$ cat src/rtl/rs_issue_select.sv
// rs_issue_select: issue scheduler for a 16-entry reservation station.
// Each cycle it picks up to WAYS ready entries in round-robin order,
// starting at rr_ptr, and places them in the free issue lanes. Each lane
// holds its entry until the FU accepts it. Accepted entries are reported
// to the RS through a one-hot clear mask.
module rs_issue_select #(
  parameter int RS    = 16,
  parameter int WAYS  = 3,
  parameter int IDX_W = $clog2(RS),
  parameter int CNT_W = $clog2(WAYS+1)
) (
  input  logic                  clock,
  input  logic                  reset,
  input  logic [RS-1:0]         ready_vec,
  input  logic                  squash,
  input  logic [WAYS-1:0]       fu_ready,
  output logic [WAYS-1:0]       issue_valid,
  output logic [WAYS*IDX_W-1:0] issue_idx,
  output logic [RS-1:0]         clear_vec,
  output logic [CNT_W-1:0]      num_accepted,
  output logic [IDX_W-1:0]      rr_ptr
);

  logic [IDX_W-1:0] lane_idx [WAYS];
  logic [IDX_W-1:0] fill_idx [WAYS];
  logic [WAYS-1:0]  accept;
  logic [WAYS-1:0]  avail;
  logic [WAYS-1:0]  fill;
  logic [RS-1:0]    pending;
  logic [RS-1:0]    cand;
  logic             grant_any;
  logic [IDX_W-1:0] last_grant;
  logic [IDX_W-1:0] scan_e;
  logic             placed;

  // Flatten the per-lane index registers onto the packed output bus.
  always_comb begin
    issue_idx = '0;
    for (int l = 0; l < WAYS; l++)
      issue_idx[l*IDX_W +: IDX_W] = lane_idx[l];
  end

  // Accepted lanes produce the clear mask and the accept count.
  // Reset and squash suppress both: the RS flushes itself in those cases.
  always_comb begin
    accept       = issue_valid & fu_ready & {WAYS{reset & ~squash}};
    clear_vec    = '0;
    num_accepted = '0;
    for (int l = 0; l < WAYS; l++) begin
      if (accept[l]) begin
        clear_vec[lane_idx[l]] = 1'b1;
        num_accepted           = num_accepted + 1'b1;
      end
    end
  end

  // Build the candidate set. Lanes being accepted this cycle still count as
  // pending, because the RS only frees those entries at the next edge.
  always_comb begin
    pending = '0;
    for (int l = 0; l < WAYS; l++)
      if (issue_valid[l]) pending[lane_idx[l]] = 1'b1;
    cand  = ready_vec & ~pending;
    avail = ~issue_valid | fu_ready;
  end

  // Round-robin scan from rr_ptr. Each candidate found goes to the lowest
  // available lane that is still unfilled. Once every lane is filled, the
  // remaining candidates are skipped.
  always_comb begin
    fill       = '0;
    grant_any  = 1'b0;
    last_grant = rr_ptr;
    scan_e     = '0;
    placed     = 1'b0;
    for (int l = 0; l < WAYS; l++) fill_idx[l] = '0;
    for (int j = 0; j < RS; j++) begin
      scan_e = rr_ptr + IDX_W'(j);
      placed = 1'b0;
      if (cand[scan_e]) begin
        for (int l = 0; l < WAYS; l++) begin
          if (!placed && avail[l] && !fill[l]) begin
            fill[l]     = 1'b1;
            fill_idx[l] = scan_e;
            placed      = 1'b1;
            grant_any   = 1'b1;
            last_grant  = scan_e;
          end
        end
      end
    end
  end

  // Lane registers and the priority pointer. Reset takes precedence over
  // squash. A squash empties all lanes but leaves the pointer where it is.
  always_ff @(posedge clock) begin
    if (!reset) begin
      issue_valid <= '0;
      rr_ptr      <= '0;
      for (int l = 0; l < WAYS; l++) lane_idx[l] <= '0;
    end else if (squash) begin
      issue_valid <= '0;
    end else begin
      for (int l = 0; l < WAYS; l++) begin
        if (avail[l]) begin
          issue_valid[l] <= fill[l];
          if (fill[l]) lane_idx[l] <= fill_idx[l];
        end
      end
      if (grant_any) rr_ptr <= last_grant + 1'b1;
    end
  end

endmodule

$ cat config.mk
export PLATFORM = sky130hd
export DESIGN_NAME = rs_issue_select
export DESIGN_NICKNAME = d
export VERILOG_FILES = /design/src/rtl/rs_issue_select.sv
export SDC_FILE = /design/constraint.sdc
export NUM_CORES = 1
export LEC_CHECK = 0
export ABC_AREA = 1
export BUFFER_PORTS_ARGS = -buffer_cell sky130_fd_sc_hd__buf_2
export CAP_MARGIN = 20
export CELL_PAD_IN_SITES_DETAIL_PLACEMENT = 1
export CELL_PAD_IN_SITES_GLOBAL_PLACEMENT = 2
export CORE_MARGIN = 4
export CORE_UTILIZATION = 27
export DETAILED_ROUTE_END_ITERATION = 8
export PLACE_DENSITY = 0.7
export SETUP_SLACK_MARGIN = 0.02
export SLEW_MARGIN = 20
export SYNTH_ARGS = -nofsm -noshare
export SYNTH_HDL_FRONTEND = slang
export SYNTH_SLANG_ARGS = --single-unit
export TNS_END_PERCENT = 30
$ cat constraint.sdc
create_clock -name clock -period 6.4 [get_ports clock]
set_clock_uncertainty 0.1 [all_clocks]
set_input_delay 0.96 -clock clock [delete_from_list [all_inputs] [get_ports clock]]
set_output_delay 0.96 -clock clock [all_outputs]
set_load 0.02 [all_outputs]
---- After elaboration in Yosys (flattened, before gate mapping) ----
Memories as Yosys holds them, arrays and structs flattened.
Index checks and enable logic that the tools add are counted.
Widths: inputs -> output; s select.
word-level totals
  bits in registers ....................... 7
  memory bits (writable) .................. 12
  input bits .............................. 22
  word-level logic and storage cells ...... 600
  memories kept ........................... 1
operators by class
  add/sub/neg operators ................... 18
  $lt $le $gt $ge ......................... 22
  mux-type cells .......................... 380
  bitwise operators ....................... 16
  reduce and logical (&&, ||, !) cells .... 159
memories
  memory    depth  bits a word  read ports  clocked after memory_dff  wr ports  line  text
  lane_idx  3      4            3           0                         3         24    logic [IDX_W-1:0] lane_idx [WAYS];
operator list
  cell                 count
  $mux 4               111
  $mux 1               210
  $mux 12              16
  $mux 16              6
  $lt 4x5->1 const B   19
  $logic_and 1x1->1    80
  $logic_not 1->1      77
  $bmux 1 s4           16
  $or 16x16->16        4
  $mux 3               16
  $add 4x4->4 const B  8
  $add 4x3->4 const B  4
  $and 16x16->16       1
  $not 16->16          1
  $demux 1 s4          3
  $ge 4x1->1 const B   3
  $add 4x1->4 const B  2
  $add 4x2->4 const B  2
  $and 3x3->3          2
  $add 2x1->2 const B  2
  $mux 2               2
  $not 3->3            1
  $or 1x1->1           3
  $or 3x3->3           1
  other kinds (4)      5

---- Depth between registers and ports, before layout ----
Gate-level depths: netlist of the first run.
An unclocked memory read counts as a cell.
  depth after elaboration ................. 239
  mapped depth ............................ 44
  depth with buffers taken out ............ 44

---- Worst setup path after synthesis of the first run ----
No wires, ideal clock.
  path kind ............................... register to register
  start ................................... register rr_ptr[1]
  end ..................................... register rr_ptr[1]
  arrival time ............................ 4.798 ns
  required time ........................... 6.162 ns
  path slack .............................. 1.365 ns
  stages on the path, launching flop included .. 34
  buffers on the path ..................... 4
  cells stage by stage .................... dfxtp_1 -> buf_2 -> clkinv_1 -> clkbuf_1 -> clkbuf_1 -> ha_1 -> clkinv_1 -> clkbuf_1 -> nand3_1 -> nand2_1 -> nand2_1 -> nand2_1 -> nand2_1 -> nand2_2 -> nand2_1 -> nor2_4 -> nand3_4 -> nor2_8 -> nor2_2 -> nand2_1 -> nand4_1 -> nand3_1 -> nand3_2 -> nor2_4 -> nand3_4 -> o21ai_4 -> inv_2 -> nand2_1 -> nand2_1 -> nand2_1 -> nand2_2 -> ha_1 -> o21ai_1 -> a21oi_1
between the ends
  word-level cells in the longest chain between the ends .. 74
  elaborated cells on any way between the ends .. 437
RTL lines
  item                                                    line  text
  from (decl)                                             21    output logic [IDX_W-1:0] rr_ptr
  from (signal assigned)                                  110   if (grant_any) rr_ptr <= last_grant + 1'b1;
  $bmux 1 s4                                              80    if (cand[scan_e]) begin
  $mux 1 (implied by the code)                            80
  $mux 3                                                  80
  $logic_not 1->1                                         82    if (!placed && avail[l] && !fill[l]) begin
  $logic_and 1x1->1                                       82
  $mux 1                                                  82
  $mux 1 / $mux 3 (equally long branches)                 80
  $logic_not 1->1                                         82
  [... 53 more ...]                                       -
  $mux 4, or another cell as far along (3 in series)      82
  $mux 4, or another cell as far along                    80
  $mux 4, or another cell as far along (3 in series)      82
  $mux 4, or another cell as far along                    80
  $mux 4, or another cell as far along (2 in series)      82
  $mux 4 / $mux 1 (equally long branches)                 82
  $mux 4 / $mux 1 (equally long branches)                 80
  $add 4x1->4 / $reduce_and 2->1 (equally long branches)  -
Several ways; a longest one is shown, not always the timed one. The select of a mux whose other input is x is not followed.
A chain may end at the register's enable or synchronous reset.

---- Final worst setup path of the first run ----
Ends and elaborated chain as after synthesis.

==> metrics.txt, run 1 <==
htree depth=1; die width=167 µm; Worst path slowest cell=ha_1; Post-synth ARST share=0; nets=1382; Final Worst Setup Slack=0.716 ns; Critical Path Fanout Max=28; Fin. Hold Viols=0; Post-DP HPWL=30200 µm; syn_nets=1333; Starting Density=0.277; Tcrit/Tclk final=0.888; status=complete, no violations; average cell area after synthesis=5.23 µm²; count of state elements after synthesis=19; die height=167 µm; CP max stage delay=0.65 ns; Setup TNS=0 ns; Synthesis Warnings=0; final setup vio count=0; grt total ovfl=0; total core area=24500 µm²; max_cap viols=0; initial antenna violation count=0; setup repair bufs after CTS=0; I/O Buffers=58; final estimated routing congestion in global placement=0.996; diodes inserted=0; GRT Util Overall=0.255; minimum clock period=5.68 ns; CP Capture Type=flop; vias in the first global route=9114; post-route ant nets=0; DRT Pass-1 Iters=5; Total Wirelength=36900 µm; floorplan row count=57; first-iteration detailed-routing DRC count=694; Final Instance Area=7590 µm²; die area=27800 µm²; IO Count=59; CP startpoint kind=flop; register area share after synthesis=0.0736; HP Class=reg -> reg; clock latency at the later pin of the worst-skew pair=0.25 ns; largest net degree at the start of global routing=29; most used cell, CP=nand2_1; first-pass GRT wire length=56300 µm; Crit path required time=6.41 ns; post-DR wirelength/cell=22.0 µm; pre-CTS WS=0.837 ns; main flop type after synthesis=edfxtp_1; vias per std cell=5.49; Least-Margin Pin Slew=1.03 ns; Max Root-Sink Buffers=2; CTS root buffer=clkbuf_16; CP Data Arrival Time=5.70 ns; Synth Cell Area=6800 µm²; layout cells sized above 1=0.152; synth unique cells=50; fillers=3435; TritonCTS Sinks=19; Area growth, synth to finish=11.6%; drt drc=0; post-CTS sizing=0; CTS tree=yes; Fmax=0.176 GHz; RSZ-0062 raised after global routing=no; critical path class=reg -> reg; placed instance area=7510 µm²; EDFF count, synth=12; Util after Layout=0.309; Rel. slew slack=0.294; hold_buf cts=0; CTS buffer count=3; cells after synthesis=1301; Clock transition at path regs=0.05 ns; Final Max Tran Viols=0; routed vias=9178
[flip-flops by register name, indices dropped and copies added (netlist names)]
signal	cells
issue_valid	3
lane_idx	12
rr_ptr	4
[Yosys cell counts (12+ instances only)]
cell type  count  area, µm²
nor3_1        18       90.1
nor2_2        17        106
inv_2         30        113
nor2_1       127        477
a31oi_1       18        113
o311ai_0      17        149
inv_1        154        578
nand3_2       18        180
nor2_4        12        135
nand2_1      406       1520
nand2_2       20        125
clkbuf_1      15       56.3
buf_2         15       75.1
edfxtp_1      12        360
nand3_1      176        881
a21oi_1       56        280
nand4_1       20        125
o21ai_0       50        250
[critical path, delay by kind of cell, from the launching register on]
kind | cells | cell delay (ns)
flops | 1 | 0.43
fa+ha+maj | 2 | 0.95
compound gates | 3 | 0.71
buf+inv | 5 | 1.09
simple gates | 22 | 2.24
[metal layers]
layer | routed length [µm] | global-route usage
met4 | 497 | 0.0306
met5 | 0 | 0
met3 | 1400 | 0.0116
met1 | 17700 | 0.368
met2 | 17300 | 0.435
[layout by cell type (no fill, tap or decap), types with 5 or more instances in the layout]
cell	synthesis	layout
nand2_1	406	406
nand3_1	176	176
inv_1	154	154
nor2_1	127	127
buf_2	15	58
a21oi_1	56	56
o21ai_0	50	50
inv_2	30	30
buf_4	7	22
nand2_2	20	20
nand4_1	20	20
nand3_2	18	18
a31oi_1	18	18
nor3_1	18	17
nor2_2	17	17
o311ai_0	17	17
nor2_4	12	12
edfxtp_1	12	12
o211ai_1	10	10
ha_1	10	10
o22ai_1	9	9
o21ai_1	7	7
dfxtp_1	7	7
xor2_1	6	6
nand4_2	6	6
clkinv_1	5	5
nor4_1	5	5
o2111ai_1	5	5
o31ai_1	5	5
[per-stage QoR]
step,std cells,hold slack [ns]
2_1_floorplan,1301,0.754
3_3_place_gp,1669,0.575
3_5_place_dp,1669,0.610
4_1_cts,1673,0.619
5_1_grt,1673,0.660
6_report,1673,0.610
[worst paths after layout]
check | start | endpoint | slack [ns] | cells after the start
worst max-delay path | rr_ptr[1] | rr_ptr[1] | 0.72 | 32
worst min register to register | rr_ptr[2] | rr_ptr[2] | 0.61 | 4
worst min-delay path | rr_ptr[2] | rr_ptr[2] | 0.61 | 4
worst max register to register | rr_ptr[1] | rr_ptr[1] | 0.72 | 32
[layout make-up]
class	instances	area [µm²]	share of cell area
Multi-Input combinational cell	1056	5420	0.714
Inverter	189	709	0.0935
Sequential cell	19	500	0.0660
Timing Repair Buffer	81	475	0.0627
Tap cell	324	405	0.0534
Clock buffer	3	75.1	0.00989
Clock inverter	1	5.00	0.000660
[cells by family after synthesis]
logic type                 after synthesis  share of synthesized area
and+or+nand+nor                        839                      0.586
buffers and inverters                  226                      0.131
AOI/OAI and AO/OA                      200                      0.182
DFF                                     19                     0.0736
adders and majority gates               10                     0.0184
xor gates and xnor gates                 7                    0.00902
Power of run 1 is left out: the tool's default activity adds up to more than one toggle a clock period on the data nets, which glitch-free logic cannot reach.
==> inputs of run 2 (changes only) <==
--- a/config.mk
+++ b/config.mk
@@ -8,12 +8,10 @@
 export ABC_AREA = 1
 export BUFFER_PORTS_ARGS = -buffer_cell sky130_fd_sc_hd__buf_2
 export CAP_MARGIN = 20
-export CELL_PAD_IN_SITES_DETAIL_PLACEMENT = 1
-export CELL_PAD_IN_SITES_GLOBAL_PLACEMENT = 2
 export CORE_MARGIN = 4
 export CORE_UTILIZATION = 27
 export DETAILED_ROUTE_END_ITERATION = 8
-export PLACE_DENSITY = 0.7
+export PLACE_DENSITY = 0.41
 export SETUP_SLACK_MARGIN = 0.02
 export SLEW_MARGIN = 20
 export SYNTH_ARGS = -nofsm -noshare
==> constraint.sdc (replaced) <==
create_clock -name clock -period 4.6 [get_ports clock]
set_clock_uncertainty 0.1 [all_clocks]
set_input_delay 0.69 -clock clock [delete_from_list [all_inputs] [get_ports clock]]
set_output_delay 0.69 -clock clock [all_outputs]
set_load 0.02 [all_outputs]
==> metrics.txt, run 2 (synthesized netlist as in run 1, its figures left out) <==
status=complete, no violations; CP Data Arrival Time=4.57 ns (-1.13 ns); minimum clock period=4.54 ns (-1.15 ns); Critical Path Fanout Max=5 (-82%); met2 global-route usage=0.423 (-0.0117); final setup vio count=0 (unchanged); die height=167 µm (unchanged); CP max stage delay=0.55 ns (-0.10 ns); Fin. Hold Viols=0 (unchanged); most crowded layer after global routing=met2; layout cells sized above 1=0.468 (+0.316); M1 GR Usage=0.345 (-0.0229); max FFs per register=12 (unchanged); DRT Pass-1 Iters=5 (unchanged); placed cell count=1954 (+17%); grt total ovfl=0 (unchanged); post-route ant nets=0 (unchanged); RSZ-0062 raised after global routing=yes; max_cap viols=0 (unchanged); CP Capture Type=flop; floorplan row count=57 (unchanged); CTS root buffer=clkbuf_16; most frequent cells in the layout=buf_4, nand2_1, inv_1; Global Route met3 Usage=0.0173 (+0.00569); TritonCTS Sinks=19 (unchanged); Least-Margin Pin Slew=1.00 ns (-0.0320 ns); hold_buf cts=0 (unchanged); clock latency at the later pin of the worst-skew pair=0.25 ns (about the same); drt drc=0 (unchanged); total core area=24500 µm² (unchanged); post-DR wirelength/cell=18.4 µm (-16%); Reg with most FFs=lane_idx; IO Count=59 (unchanged); Worst path slowest cell=edfxtp_1; die area=27800 µm² (unchanged); Area growth, synth to finish=71.2%; routed vias=10400 (+13%); Max Root-Sink Buffers=2 (unchanged); nets=1728 (+25%); largest net degree at the start of global routing=29 (unchanged); first-iteration detailed-routing DRC count=835 (+20%); Post-DP HPWL=29800 µm (-1.2%); htree depth=1 (unchanged); CTS buffer count=3 (unchanged); Non-Filler Instances=2019 (+21%); CTS tree=yes; Crit path required time=4.63 ns (-1.78 ns); Fmax=0.220 GHz (+25%); largest registers=lane_idx x12, rr_ptr x4, issue_valid x3; Final Max Tran Viols=0 (unchanged); first-pass GRT wire length=55700 µm (-1.1%); final estimated routing congestion in global placement=0.998 (+0.27%); critical path class=reg -> reg; CP startpoint kind=flop; initial antenna violation count=0 (unchanged); HP Class=in -> reg; Clock transition at path regs=0.06 ns (about the same); vias per std cell=5.15 (-6.1%); Rel. slew slack=0.329 (+0.0355); vias in the first global route=9743 (+6.9%); I/O Buffers=58 (unchanged); Starting Density=0.277 (unchanged); Worst Reg-to-Reg Cells=35 (+9.4%); die width=167 µm (unchanged); Tcrit/Tclk final=0.986 (+0.0978); diodes inserted=0 (unchanged); Total Wirelength=37200 µm (+0.94%); GRT Util Overall=0.249 (-0.00627); most common cell after layout, fill and taps aside=buf_4; hold path depth=3 (-1)
-- run 2: changes by cell type in the layout (fill, tap and decap cells not counted), moves of 51 or more --
cell,change
buf_4,+317
nor2_1,-51
nand3_2,+51
nand3_1,-70
nand2_1,-90
nand2_2,+62
-- run 2: metal layers --
layer	wire, µm	part of all wire	vias up
met5	0	0	-
met4	1010	0.027	0
met3	2120	0.057	58
met2	17500	0.47	340
met1	16600	0.45	4894
li1	-	-	5114
-- run 2: cell type report --
cell class / instances / area, µm²
Inverter: 189 / 729
Clock inverter: 1 / 5.00
Fill cell: 2623 / 12900
Sequential cell: 19 / 502
Timing Repair Buffer: 427 / 3220
Clock buffer: 3 / 75.1
Multi-Input combinational cell: 1056 / 6700
Tap cell: 324 / 405
-- run 2: worst paths after layout --
kind                   from   endpoint  slack, ns
max          lane_idx[0][1]  rr_ptr[1]       0.06
min                   reset  rr_ptr[1]       0.62
max reg2reg  lane_idx[0][1]  rr_ptr[1]       0.06
min reg2reg       rr_ptr[1]  rr_ptr[1]       0.72
-- run 2: worst max-delay path: cells and delay by family, from the launching register on --
kind	cells	cell delay (ns)
compound gates	2	0.16
fa+ha+maj	1	0.24
flops	1	0.55
simple gates	29	3.19
buf+inv	3	0.16
-- run 2: timing repair --
| action | in CTS | in global routing |
|---|---|---|
| setup buffers | 22 | 39 |
| resized for setup | 76 | 281 |
| pin swaps | 27 | 98 |
| endpoints found under the setup margin | 16 | 21 |
-- run 2: metrics by stage --
step           setup TNS, ns  hold slack, ns  worst slack (ns)   util  cell area, µm²
3_5_place_dp          -0.877           0.679            -0.175  0.396            9720
2_1_floorplan              0           0.724            0.0425      -            6840
4_1_cts                    0           0.639           0.00377  0.417           10200
6_report                   0           0.625            0.0648  0.474           11600
3_3_place_gp           -1.66           0.681            -0.216  0.396            9720
5_1_grt                -2.01           0.645            -0.236  0.474           11600
Power of run 2 is left out for the same reason.
==> inputs of run 3 (changes only) <==
--- a/config.mk
+++ b/config.mk
@@ -11,7 +11,7 @@
 export CORE_MARGIN = 4
 export CORE_UTILIZATION = 27
 export DETAILED_ROUTE_END_ITERATION = 8
-export PLACE_DENSITY = 0.41
+export PLACE_DENSITY = 0.39
 export SETUP_SLACK_MARGIN = 0.02
 export SLEW_MARGIN = 20
 export SYNTH_ARGS = -nofsm -noshare
==> constraint.sdc (replaced) <==
create_clock -name clock -period 4.76 [get_ports clock]
set_clock_uncertainty 0.1 [all_clocks]
set_input_delay 0.714 -clock clock [delete_from_list [all_inputs] [get_ports clock]]
set_output_delay 0.714 -clock clock [all_outputs]
set_load 0.1 [all_outputs]
==> metrics.txt, run 3 (synthesized netlist as in run 1, its figures left out) <==
status=complete, no violations; layout cells sized above 1=0.354 (-0.115); most common cell after layout, fill and taps aside=nand2_1; die height=167 µm (unchanged); vias per std cell=5.26 (+2.1%); Clock transition at path regs=0.05 ns (about the same); Crit path required time=4.81 ns (+0.18 ns); CP startpoint kind=flop; TritonCTS Sinks=19 (unchanged); initial antenna violation count=0 (unchanged); Post-DP HPWL=29700 µm (-0.51%); RSZ-0062 raised after global routing=yes; htree depth=1 (unchanged); post-route ant nets=0 (unchanged); minimum clock period=4.72 ns (+0.185 ns); r2r startpoint=lane_idx[0][10]; CTS tree=yes; CP Capture Type=flop; die width=167 µm (unchanged); grt total ovfl=0 (unchanged); die area=27800 µm² (unchanged); I/O Buffers=58 (unchanged); total core area=24500 µm² (unchanged); largest registers=lane_idx x12, rr_ptr x4, issue_valid x3; Max Root-Sink Buffers=2 (unchanged); Final Instance Area=9860 µm² (-15%); Reg with most FFs=lane_idx; Area growth, synth to finish=45.1%; post-DR wirelength/cell=19.6 µm (+6.4%); cell family with most CP delay=simple AND/OR/NAND/NOR gates; max_cap viols=0 (unchanged); hold_buf cts=0 (unchanged); CTS root buffer=clkbuf_16; floorplan row count=57 (unchanged); DRT Pass-1 Iters=5 (unchanged); hold path depth=4 (+1); Worst path slowest cell=edfxtp_1; Total Wirelength=36500 µm (-1.9%); reg-to-reg slack, setup=0.04 ns (-0.03 ns); CTS buffer count=3 (unchanged); Starting Density=0.277 (unchanged); Final Max Tran Viols=0 (unchanged); Fmax=0.212 GHz (-3.9%); first-pass GRT wire length=53500 µm (-3.9%); most used cell, CP=nand2_2; Critical Path Fanout Max=6 (+1); multi-input logic area=6220 µm² (-7.2%); r2r endpoint=rr_ptr[2]; most frequent cells in the layout=nand2_1, buf_4, inv_1; Worst Reg-to-Reg Cells=36 (+2.9%); final estimated routing congestion in global placement=1.01 (+1.1%); max FFs per register=12 (unchanged); fillers=2785 (+6.2%); first-iteration detailed-routing DRC count=1010 (+21%); placed instance area=8550 µm² (-12%); diodes inserted=0 (unchanged); CP max stage delay=0.55 ns (about the same); IO Count=59 (unchanged); largest net degree at the start of global routing=30 (+3.4%); clock latency at the later pin of the worst-skew pair=0.25 ns (about the same); drt drc=0 (unchanged); critical path class=reg -> reg; Util after Layout=0.402 (-0.0722); routed vias=9795 (-5.9%); GRT Util Overall=0.244 (-0.00477); Fin. Hold Viols=0 (unchanged); HP Class=reg -> reg; Least-Margin Pin Slew=0.682 ns (-0.319 ns); Rel. slew slack=0.534 (+0.204); sequential cell area=502 µm² (unchanged); WP buf/inv=3 (unchanged); hold endpoint=rr_ptr[2]; CP Data Arrival Time=4.77 ns (+0.20 ns); Tcrit/Tclk final=0.992 (+0.00573); Hold Path Origin=rr_ptr[2]; final setup vio count=0 (unchanged); vias in the first global route=8898 (-8.7%); nets=1571 (-9.1%)
==> run 3: changes by cell type in the layout (fill, tap and decap cells not counted), sizes merged <==
| cell | before | now |
|---|---|---|
| inv | 183 | 185 |
| clkbuf | 3 | 4 |
| buf | 427 | 270 |
| clkinv | 7 | 4 |
==> run 3: layout make-up <==
class                      count  share of cell area
sequential                    19              0.0509
tap                          324              0.0411
inverter                     189              0.0728
multi-input combinational   1056               0.630
clock buffer                   4             0.00799
timing repair buffer         270               0.197
==> run 3: per-layer routing <==
metal,track usage,up-vias,share of wire
li1,-,4802,-
met1,0.346,4581,0.46
met2,0.402,353,0.47
met3,0.0209,59,0.053
met4,0.0573,0,0.021
met5,0,-,0
==> run 3: through the flow <==
step | hold slack, ns | setup TNS [ns] | setup slack [ns] | std cells
after floorplan | 0.748 | -15.24 | -0.644 | 1301
after global placement | 0.588 | -1.19 | -0.226 | 1805
after detailed placement | 0.595 | -0.514 | -0.141 | 1805
after CTS | 0.602 | 0 | 0.0259 | 1820
after global routing | 0.634 | -1.91 | -0.270 | 1862
final | 0.588 | 0 | 0.0398 | 1862
==> run 3: how the worst max path moves through the flow <==
stage | startpoint | to | slack, ns | cells after the start
final | lane_idx[0][10] | rr_ptr[2] | 0.04 | 36
after global routing | lane_idx[0][10] | rr_ptr[3] | -0.27 | 39
after CTS | lane_idx[0][10] | rr_ptr[1] | 0.03 | 34
after detailed placement | lane_idx[0][0] | rr_ptr[2] | -0.14 | 36
after global placement | lane_idx[0][0] | rr_ptr[2] | -0.23 | 33
after floorplan | issue_valid[0] | clear_vec[10] | -0.64 | 7
==> run 3: repair_timing <==
item                                    in CTS  in global routing
setup buffers                               11                 43
endpoints found under the setup margin       7                 25
gates cloned                                 0                  0
resized for setup                           22                191
pin swaps                                    8                 77
==> run 3: worst register-to-register path, delay by kind of cell (launching register included) <==
family	cells	cell delay, ns
fa+ha+maj	1	0.16
buf+inv	3	0.28
flops	1	0.55
simple gates	32	3.54
Power of run 3 is left out for the same reason.
